### src/rtl/rapid_pkg.sv
// rtl/rapid_pkg.sv - shared types and constants for the RAPID instruction-fetch path
package rapid_pkg;

    typedef enum logic [1:0] {
        CACHE_NOP   = 2'd0,
        CACHE_READ  = 2'd1,
        CACHE_WRITE = 2'd2
    } cache_operation;

    typedef enum logic [1:0] {
        IDLE  = 2'd0,
        REQ   = 2'd1,
        GAP   = 2'd2,
        VALID = 2'd3
    } fetch_state_t;

    localparam int INSTR_BYTES = 4;

endpackage

### src/rtl/i_fetch.sv
// rtl/i_fetch.sv - PC owner and i_cache read initiator feeding decode, with redirect and watchdog
module i_fetch
    import rapid_pkg::*;
#(
    parameter int              XLEN     = 32,
    parameter logic [XLEN-1:0] RESET_PC = '0,
    parameter int              TIMEOUT  = 256
) (
    input  logic            i_clk,
    input  logic            i_rst,
    output logic [XLEN-1:0] o_cache_address,
    output cache_operation  o_cache_operation,
    input  logic [XLEN-1:0] i_cache_data,
    input  logic            i_cache_done,
    input  logic            i_redirect,
    input  logic [XLEN-1:0] i_redirect_pc,
    input  logic            i_ready,
    output logic            o_valid,
    output logic [XLEN-1:0] o_instr,
    output logic [XLEN-1:0] o_pc,
    output logic            o_fault
);

    localparam int              TW      = (TIMEOUT > 0) ? $clog2(TIMEOUT + 1) : 1;
    localparam logic [TW-1:0]   T_LAST  = TW'((TIMEOUT > 0) ? TIMEOUT - 1 : 0);
    localparam logic [XLEN-1:0] PC_STEP = XLEN'(INSTR_BYTES);
    localparam logic [XLEN-1:0] ALIGN   = ~XLEN'(3);

    fetch_state_t   state_q, state_d;
    logic [XLEN-1:0] pc_q, pc_d;
    logic [XLEN-1:0] addr_q, addr_d;
    cache_operation op_q, op_d;
    logic           valid_q, valid_d;
    logic [XLEN-1:0] instr_q, instr_d;
    logic [XLEN-1:0] opc_q, opc_d;
    logic           fault_q, fault_d;
    logic           drop_q, drop_d;
    logic [TW-1:0]  timer_q, timer_d;

    logic [XLEN-1:0] target;
    logic [XLEN-1:0] pc_eff;

    always_comb begin
        state_d = state_q;
        pc_d    = pc_q;
        addr_d  = addr_q;
        op_d    = op_q;
        valid_d = valid_q;
        instr_d = instr_q;
        opc_d   = opc_q;
        fault_d = fault_q;
        drop_d  = drop_q;
        timer_d = timer_q;

        target = i_redirect_pc & ALIGN;
        pc_eff = i_redirect ? target : pc_q;

        // A redirect always retargets the PC; per-state handling below decides what else it does.
        if (i_redirect) begin
            pc_d = target;
        end

        case (state_q)
            IDLE: begin
                if (!fault_q) begin
                    state_d = REQ;
                    op_d    = CACHE_READ;
                    addr_d  = pc_eff;
                    timer_d = '0;
                end
            end

            GAP: begin
                state_d = REQ;
                op_d    = CACHE_READ;
                addr_d  = pc_eff;
                timer_d = '0;
            end

            REQ: begin
                if (i_cache_done) begin
                    op_d = CACHE_NOP;
                    if (drop_q || i_redirect) begin
                        drop_d  = 1'b0;
                        state_d = GAP;
                    end else begin
                        valid_d = 1'b1;
                        instr_d = i_cache_data;
                        opc_d   = pc_q;
                        state_d = VALID;
                    end
                end else if ((TIMEOUT != 0) && (timer_q == T_LAST)) begin
                    fault_d = 1'b1;
                    op_d    = CACHE_NOP;
                    valid_d = 1'b0;
                    drop_d  = 1'b0;
                    state_d = IDLE;
                end else begin
                    timer_d = timer_q + TW'(1);
                    // The cache cannot abort, so the in-flight word is marked for discard.
                    if (i_redirect) begin
                        drop_d = 1'b1;
                    end
                end
            end

            VALID: begin
                if (i_redirect) begin
                    valid_d = 1'b0;
                    state_d = REQ;
                    op_d    = CACHE_READ;
                    addr_d  = target;
                    timer_d = '0;
                end else if (i_ready) begin
                    valid_d = 1'b0;
                    pc_d    = pc_q + PC_STEP;
                    state_d = REQ;
                    op_d    = CACHE_READ;
                    addr_d  = pc_q + PC_STEP;
                    timer_d = '0;
                end
            end

            default: begin
                state_d = IDLE;
                op_d    = CACHE_NOP;
            end
        endcase
    end

    always_ff @(posedge i_clk) begin
        if (i_rst) begin
            state_q <= IDLE;
            pc_q    <= RESET_PC;
            addr_q  <= '0;
            op_q    <= CACHE_NOP;
            valid_q <= 1'b0;
            instr_q <= '0;
            opc_q   <= '0;
            fault_q <= 1'b0;
            drop_q  <= 1'b0;
            timer_q <= '0;
        end else begin
            state_q <= state_d;
            pc_q    <= pc_d;
            addr_q  <= addr_d;
            op_q    <= op_d;
            valid_q <= valid_d;
            instr_q <= instr_d;
            opc_q   <= opc_d;
            fault_q <= fault_d;
            drop_q  <= drop_d;
            timer_q <= timer_d;
        end
    end

    assign o_cache_address   = addr_q;
    assign o_cache_operation = op_q;
    assign o_valid           = valid_q;
    assign o_instr           = instr_q;
    assign o_pc              = opc_q;
    assign o_fault           = fault_q;

endmodule

### config.mk
export PLATFORM = sky130hd
export DESIGN_NAME = i_fetch
export DESIGN_NICKNAME = d
export VERILOG_FILES = /design/src/rtl/rapid_pkg.sv /design/src/rtl/i_fetch.sv
export SDC_FILE = /design/constraint.sdc
export NUM_CORES = 1
export LEC_CHECK = 0
export CAP_MARGIN = 25
export CORE_UTILIZATION = 55
export CTS_BUF_LIST = sky130_fd_sc_hd__clkbuf_8
export CTS_CLUSTER_SIZE = 25
export DETAILED_ROUTE_END_ITERATION = 6
export PLACE_DENSITY_LB_ADDON = 0.2
export REMOVE_ABC_BUFFERS = 1
export SLEW_MARGIN = 20
export SYNTH_ARGS = -nofsm -noshare
export SYNTH_HDL_FRONTEND = slang
export SYNTH_SLANG_ARGS = --single-unit
### constraint.sdc
create_clock -name i_clk -period 8 [get_ports i_clk]
set_clock_uncertainty 0.2 [all_clocks]
set_input_delay 1.2 -clock i_clk [delete_from_list [all_inputs] [get_ports i_clk]]
set_output_delay 1.2 -clock i_clk [all_outputs]
set_load 0.01 [all_outputs]
==> metrics.cfg, run 1 <==
[run_status]
status = finished clean

[logic_synthesis]
synth_commonest_cells = nand2_1, dfxtp_1, a21oi_1, clkbuf_1, nor2_1
yosys_warnings = 0
ys.flop_type = dfxtp_1
synth_top_area_cell = dfxtp_1
ys_ff_latch = 143
syn_inst = 874
ys_types = 60
synthTopCellsByArea = dfxtp_1, nand2_1, a21oi_1, xnor2_1, o21ai_0
synth_enable_flop_cells = 0
synth.most_common_cell = nand2_1
syn_area_per_cell_um2 = 7.74
seq_area_frac_synth_pct = 42.3
yosysTopAreaCellShare_pct = 42.3
postSynth.asyncResetShare_pct = 0
syn_area_um2 = 6770

[power_and_ir_drop]
finalPower_mw = 1.56
powerDensity_nw_per_um2 = 179
irDropWorstVdd_mv = 0.0937
leakagePower_nw = 3.05

[placement]
dp_cells = 1117
place_ws_ns = 4.07
port-buffer-count = 165
dp_hpwl_um = 11600
gp_congestion = 0.877

[cells_and_area]
final_nets = 1061
instances_no_fill = 1148
layout-drive-gt1-share_pct = 4.90
utilization_pct = 72.6
insertedDiodeCount = 0
area_growth_pct = 28.9
fillers = 990

[timing]
fmax_ghz = 0.282
tightest_slew_ns = 0.858
hold_viol = 0
relSlewSlack_pct = 42.7
setup_viol = 0
worst_slack_ns = 4.45
rsz0062_at_grt = false
setup-tns-final_ns = 0
drv_slew = 0
period_share_pct = 44.3
period_minus_slack_ns = 3.55

[clocking]
postCtsSetupBuffers = 0
root_buffer = clkbuf_8
cts.htree.levels = 4
cts.sinks = 143
clk_path_buf_depth = 2
clk_latency_ns = 0.44
cts.clk_slew.worst_paths_ns = 0.07
cts_tree = built
holdBufCountCts = 0
cts_made_buffers = 17
cts_resized = 0

[floorplan]
die_x_um = 113
io_pins = 169
initial_utilization_pct = 56.3
row_count = 40
core_um2 = 12000
dieArea_um2 = 12700
die_h_um = 113

[grt]
grt_usage_pct = 28.0
grt_max_degree = 64
grt_pass1_wl_um = 28500
grt_overflow = 0
grt_pass1_vias = 5848
antenna_found_initial = 0

[routing]
dr.first_iter.drc_count = 520
ant_nets = 0
num_vias = 6616
wl_um = 17600
drc = 0
vias_per_cell = 5.76
drtPass1Iterations = 5
avgRoutedWirePerCell_um = 15.3

[setup_path]
worst-path-max-fanout = 53
worst_ep_required_time_ns = 8.12
arrival_ns = 3.67
crit_type = input port to flip-flop
start_kind = input port
cp-end-kind = flip-flop

[flow_run]
drv_cap = 0

[min_path]
hp-class = flip-flop to flip-flop

==> where the power goes <==
group / switching [mW] / internal, mW
Clock: 0.256 / 0.293
Sequential: 0.0377 / 0.746
Combinational: 0.110 / 0.114
Total: 0.404 / 1.15
==> per-layer routing <==
metal  up-vias  global-route usage [%]  routed length (µm)
met5         -                       0                   0
met4         0                    13.6                 350
met3        24                    5.73                1250
met2       263                    44.5                7960
met1      3054                    36.5                8030
li1       3275                       -                   -
==> through the flow <==
stage | cell area [µm²] | hold WS (ns)
6_report | 8720 | 0.253
5_1_grt | 8720 | 0.270
4_1_cts | 8720 | 0.254
3_5_place_dp | 8350 | 0.243
3_3_place_gp | 8350 | 0.236
2_1_floorplan | 6440 | 0.221
==> final timing paths <==
kind | from | to | slack (ns) | depth (start not counted)
setup / recovery | i_redirect | o_cache_address[9]$_SDFFE_PP0P_ | 4.45 | 8
hold reg to reg | o_instr[22]$_SDFFE_PP0P_ | o_instr[22]$_SDFFE_PP0P_ | 0.25 | 2
setup reg to reg | state_q[0]$_SDFFE_PP0P_ | pc_q[28]$_SDFF_PP0_ | 4.90 | 5
hold / removal | o_instr[22]$_SDFFE_PP0P_ | o_instr[22]$_SDFFE_PP0P_ | 0.25 | 2
==> sequential cells by signal, summed over array words and instances (netlist names), 2 cells and up <==
name and count:
o_cache_address 32, o_instr 32, o_pc 32, pc_q 32, state_q 2, timer_q 9
==> placed cells by master (no fill, tap or decap), types with 5 or more instances in the layout <==
cell type        netlist  final
and3_1                13     13
clkbuf_8               0     20
o21ai_0               40     40
nand3_1               22     22
xor2_1                 9      9
clkdlybuf4s50_1        0    163
dfxtp_1              143    143
mux2i_1                8      8
buf_4                  4      9
or3_1                  5      5
nor3_1                24     24
xnor2_1               30     30
a21oi_1              117    117
nand4_1               18     18
nand2b_1               6      6
nand2_1              164    163
a211oi_1              10     10
nor2b_1               16     16
nor2_1                50     49
a31oi_1               12     12
nor4_1                16     16
clkinv_2               0      5
inv_1                 17     21
o21a_1                11     11
==> layout make-up <==
class / count / area (µm²) / area share [%]
repair buffers: 173 / 1700 / 19.5
well taps: 147 / 184 / 2.11
multi-input cells: 637 / 3530 / 40.5
inverters: 17 / 63.8 / 0.732
clock buffers: 20 / 275 / 3.16
clock inverters: 11 / 100 / 1.15
flip-flops and latches: 143 / 2860 / 32.8
==> worst max-delay path, cell delays in order <==
cell and delay (ns):
buf_2 0.07, buf_4 0.40, buf_4 0.52, nor2_1 0.14, a2bb2oi_2 0.53, buf_4 0.35
nor2_1 0.06, a2111oi_0 0.33
==> logic make-up after synthesis <==
| family | count (synthesis) | share of synthesized area (%) |
|---|---|---|
| compound gates | 230 | 20.2 |
| mux | 8 | 1.18 |
| buf+inv | 94 | 5.79 |
| simple gates | 356 | 24.8 |
| flops | 143 | 42.3 |
| xor+xnor | 39 | 5.05 |
| other cells | 1 | 0.0554 |
| fa+ha+maj | 3 | 0.555 |
No activity file was read; power rests on OpenSTA's default activity.
==> run 2, diff against run 1 <==
--- a/config.mk
+++ b/config.mk
@@ -6,7 +6,7 @@
 export NUM_CORES = 1
 export LEC_CHECK = 0
 export CAP_MARGIN = 25
-export CORE_UTILIZATION = 55
+export CORE_UTILIZATION = 46
 export CTS_BUF_LIST = sky130_fd_sc_hd__clkbuf_8
 export CTS_CLUSTER_SIZE = 25
 export DETAILED_ROUTE_END_ITERATION = 6
==> constraint.sdc (replaced) <==
create_clock -name i_clk -period 2.8 [get_ports i_clk]
set_clock_uncertainty 0.2 [all_clocks]
set_input_delay 0.42 -clock i_clk [delete_from_list [all_inputs] [get_ports i_clk]]
set_output_delay 0.42 -clock i_clk [all_outputs]
set_load 0.01 [all_outputs]
==> metrics.cfg, run 2 (same netlist as run 1, synthesis figures left out) <==
[run_status]
status = finished clean

[setup_path]
rr_worst_depth = 10  ; +5
reg2reg_from = timer_q[0]$_SDFFE_PP0P_
arrival_ns = 2.76  ; -0.91 ns
cp-end-kind = flip-flop
worst_ep_required_time_ns = 2.94  ; -5.18 ns
cp_top_family = simple AND/OR/NAND/NOR gates
path_buf_inv = 0  ; -4
regToRegEndpoint = timer_q[7]$_SDFFE_PP0P_
critical_path.slowest_cell = a221o_1
reg2reg_slack_ns = 0.18  ; -4.72 ns
worst-path-max-fanout = 6  ; -89%
start_kind = flip-flop
max_stage_delay_ns = 0.39  ; -0.14 ns
cp_cell_sequence = ha_1, nand2_1, nor2_1, and3_1, ha_1, or2_2, a221o_1, nor4_2, xnor2_1, nor2_1
crit_type = flip-flop to flip-flop

[routing]
ant_nets = 0  ; unchanged
vias_per_cell = 5.55  ; -3.7%
drtPass1Iterations = 5  ; unchanged
drc = 0  ; unchanged
avgRoutedWirePerCell_um = 15.6  ; +1.7%
wl_um = 18900  ; +7.7%
num_vias = 6743  ; +1.9%
dr.first_iter.drc_count = 428  ; -18%

[grt]
grt_usage_pct = 25.2  ; -2.8 points
grt_max_degree = 89  ; +39%
grt_pass1_vias = 6096  ; +4.2%
grt_pass1_wl_um = 29900  ; +4.9%
grt_overflow = 0  ; unchanged
antenna_found_initial = 0  ; unchanged

[timing]
setup-tns-final_ns = 0  ; unchanged
drv_slew = 0  ; unchanged
period_share_pct = 93.6
period_minus_slack_ns = 2.62
holdWs_ns = 0.136  ; -0.117 ns
tightest_slew_ns = 0.812  ; -0.0455 ns
setup_viol = 0  ; unchanged
fmax_ghz = 0.382
worst_slack_ns = 0.180  ; -4.27 ns
hold_viol = 0  ; unchanged
rsz0062_at_grt = false
relSlewSlack_pct = 45.6  ; +2.9 points

[floorplan]
die_x_um = 123  ; +9.2%
io_pins = 169  ; unchanged
core_um2 = 14100  ; +17%
row_count = 43  ; +7.5%
dieArea_um2 = 15200  ; +19%
initial_utilization_pct = 48.0  ; -8.3 points
die_h_um = 123  ; +9.2%

[clocking]
holdBufCountCts = 0  ; unchanged
cts_resized = 0  ; unchanged
cts.htree.levels = 4  ; unchanged
clk_path_buf_depth = 2  ; unchanged
cts_tree = built
clk_latency_ns = 0.46  ; +0.02 ns
postCtsSetupBuffers = 0  ; unchanged
cts.clk_slew.worst_paths_ns = 0.07  ; about the same
cts_made_buffers = 17  ; unchanged
cts.sinks = 143  ; unchanged
root_buffer = clkbuf_8

[cells_and_area]
insertedDiodeCount = 0  ; unchanged
instances_no_fill = 1215  ; +5.8%
area_growth_pct = 35.2
final_nets = 1094  ; +3.1%
utilization_pct = 64.9  ; -7.7 points
layout-drive-gt1-share_pct = 8.41  ; +3.5 points
fillers = 1272  ; +28%
final_cell_mix = nand2_1, clkdlybuf4s50_1, dfxtp_1
fin_area_um2 = 9150  ; +4.9%

[flow_run]
drv_cap = 0  ; unchanged

[placement]
dp_cells = 1183  ; +5.9%
gp_congestion = 0.886  ; +1.0%
port-buffer-count = 165  ; unchanged
placed_area_um2 = 8680  ; +4.0%
place_ws_ns = 0.150  ; -3.92 ns
dp_hpwl_um = 12800  ; +9.8%

[power_and_ir_drop]
irDropWorstVdd_mv = 0.270  ; +190%
powerDensity_nw_per_um2 = 528  ; +200%
leakagePower_nw = 3.25  ; +6.7%
finalPower_mw = 4.83  ; +210%

[min_path]
min_to = drop_q$_SDFFE_PP0P_
hp-class = input port to flip-flop
hp-start = i_redirect
worstHoldPathCells = 3  ; +1

-- run 2: cell types whose count changed in the layout (fill, tap and decap cells not counted), moves of 2 or more --
cell	change
buf_12	+3
nor4_2	+2
nor4_1	-2
buf_4	+30
inv_1	-2
bufinv_16	+3
clkinv_2	-2
-- run 2: final cells by class --
| class | instances | area (µm²) | share of cell area (%) |
|---|---|---|---|
| clock buffers | 20 | 275 | 3.01 |
| well taps | 180 | 225 | 2.46 |
| clock inverters | 12 | 189 | 2.07 |
| multi-input cells | 637 | 3540 | 38.7 |
| repair buffers | 206 | 1990 | 21.7 |
| inverters | 17 | 63.8 | 0.697 |
| flip-flops and latches | 143 | 2860 | 31.3 |
-- run 2: power by group --
group / switching (mW) / internal, mW / leakage, nW
logic: 0.348 / 0.359 / 1.84
clock network: 0.788 / 1.12 / 0.242
registers: 0.0841 / 2.13 / 1.17
total: 1.22 / 3.61 / 3.25
-- run 2: layer usage --
layer / vias to the layer above / global-route usage (%) / share of wire [%]
li1: 3337 / - / -
met1: 3137 / 32.0 / 45
met2: 232 / 42.6 / 47
met3: 37 / 5.17 / 6.7
met4: 0 / 8.36 / 1.5
met5: - / 0 / 0
-- run 2: how the worst max path moves through the flow --
stage	start	endpoint	cells after the start
after global routing	timer_q[0]$_SDFFE_PP0P_	timer_q[7]$_SDFFE_PP0P_	10
after global placement	timer_q[0]$_SDFFE_PP0P_	timer_q[7]$_SDFFE_PP0P_	10
after CTS	timer_q[0]$_SDFFE_PP0P_	timer_q[7]$_SDFFE_PP0P_	10
final	timer_q[0]$_SDFFE_PP0P_	timer_q[7]$_SDFFE_PP0P_	10
after floorplan	i_redirect	o_instr[0]$_SDFFE_PP0P_	4
after detailed placement	timer_q[0]$_SDFFE_PP0P_	timer_q[7]$_SDFFE_PP0P_	10
-- run 2: tightest hold or removal path, delay by kind of cell --
family	cells	cell delay [ns]
AOI/OAI and AO/OA	2	0.19
buffers and inverters	1	0.14
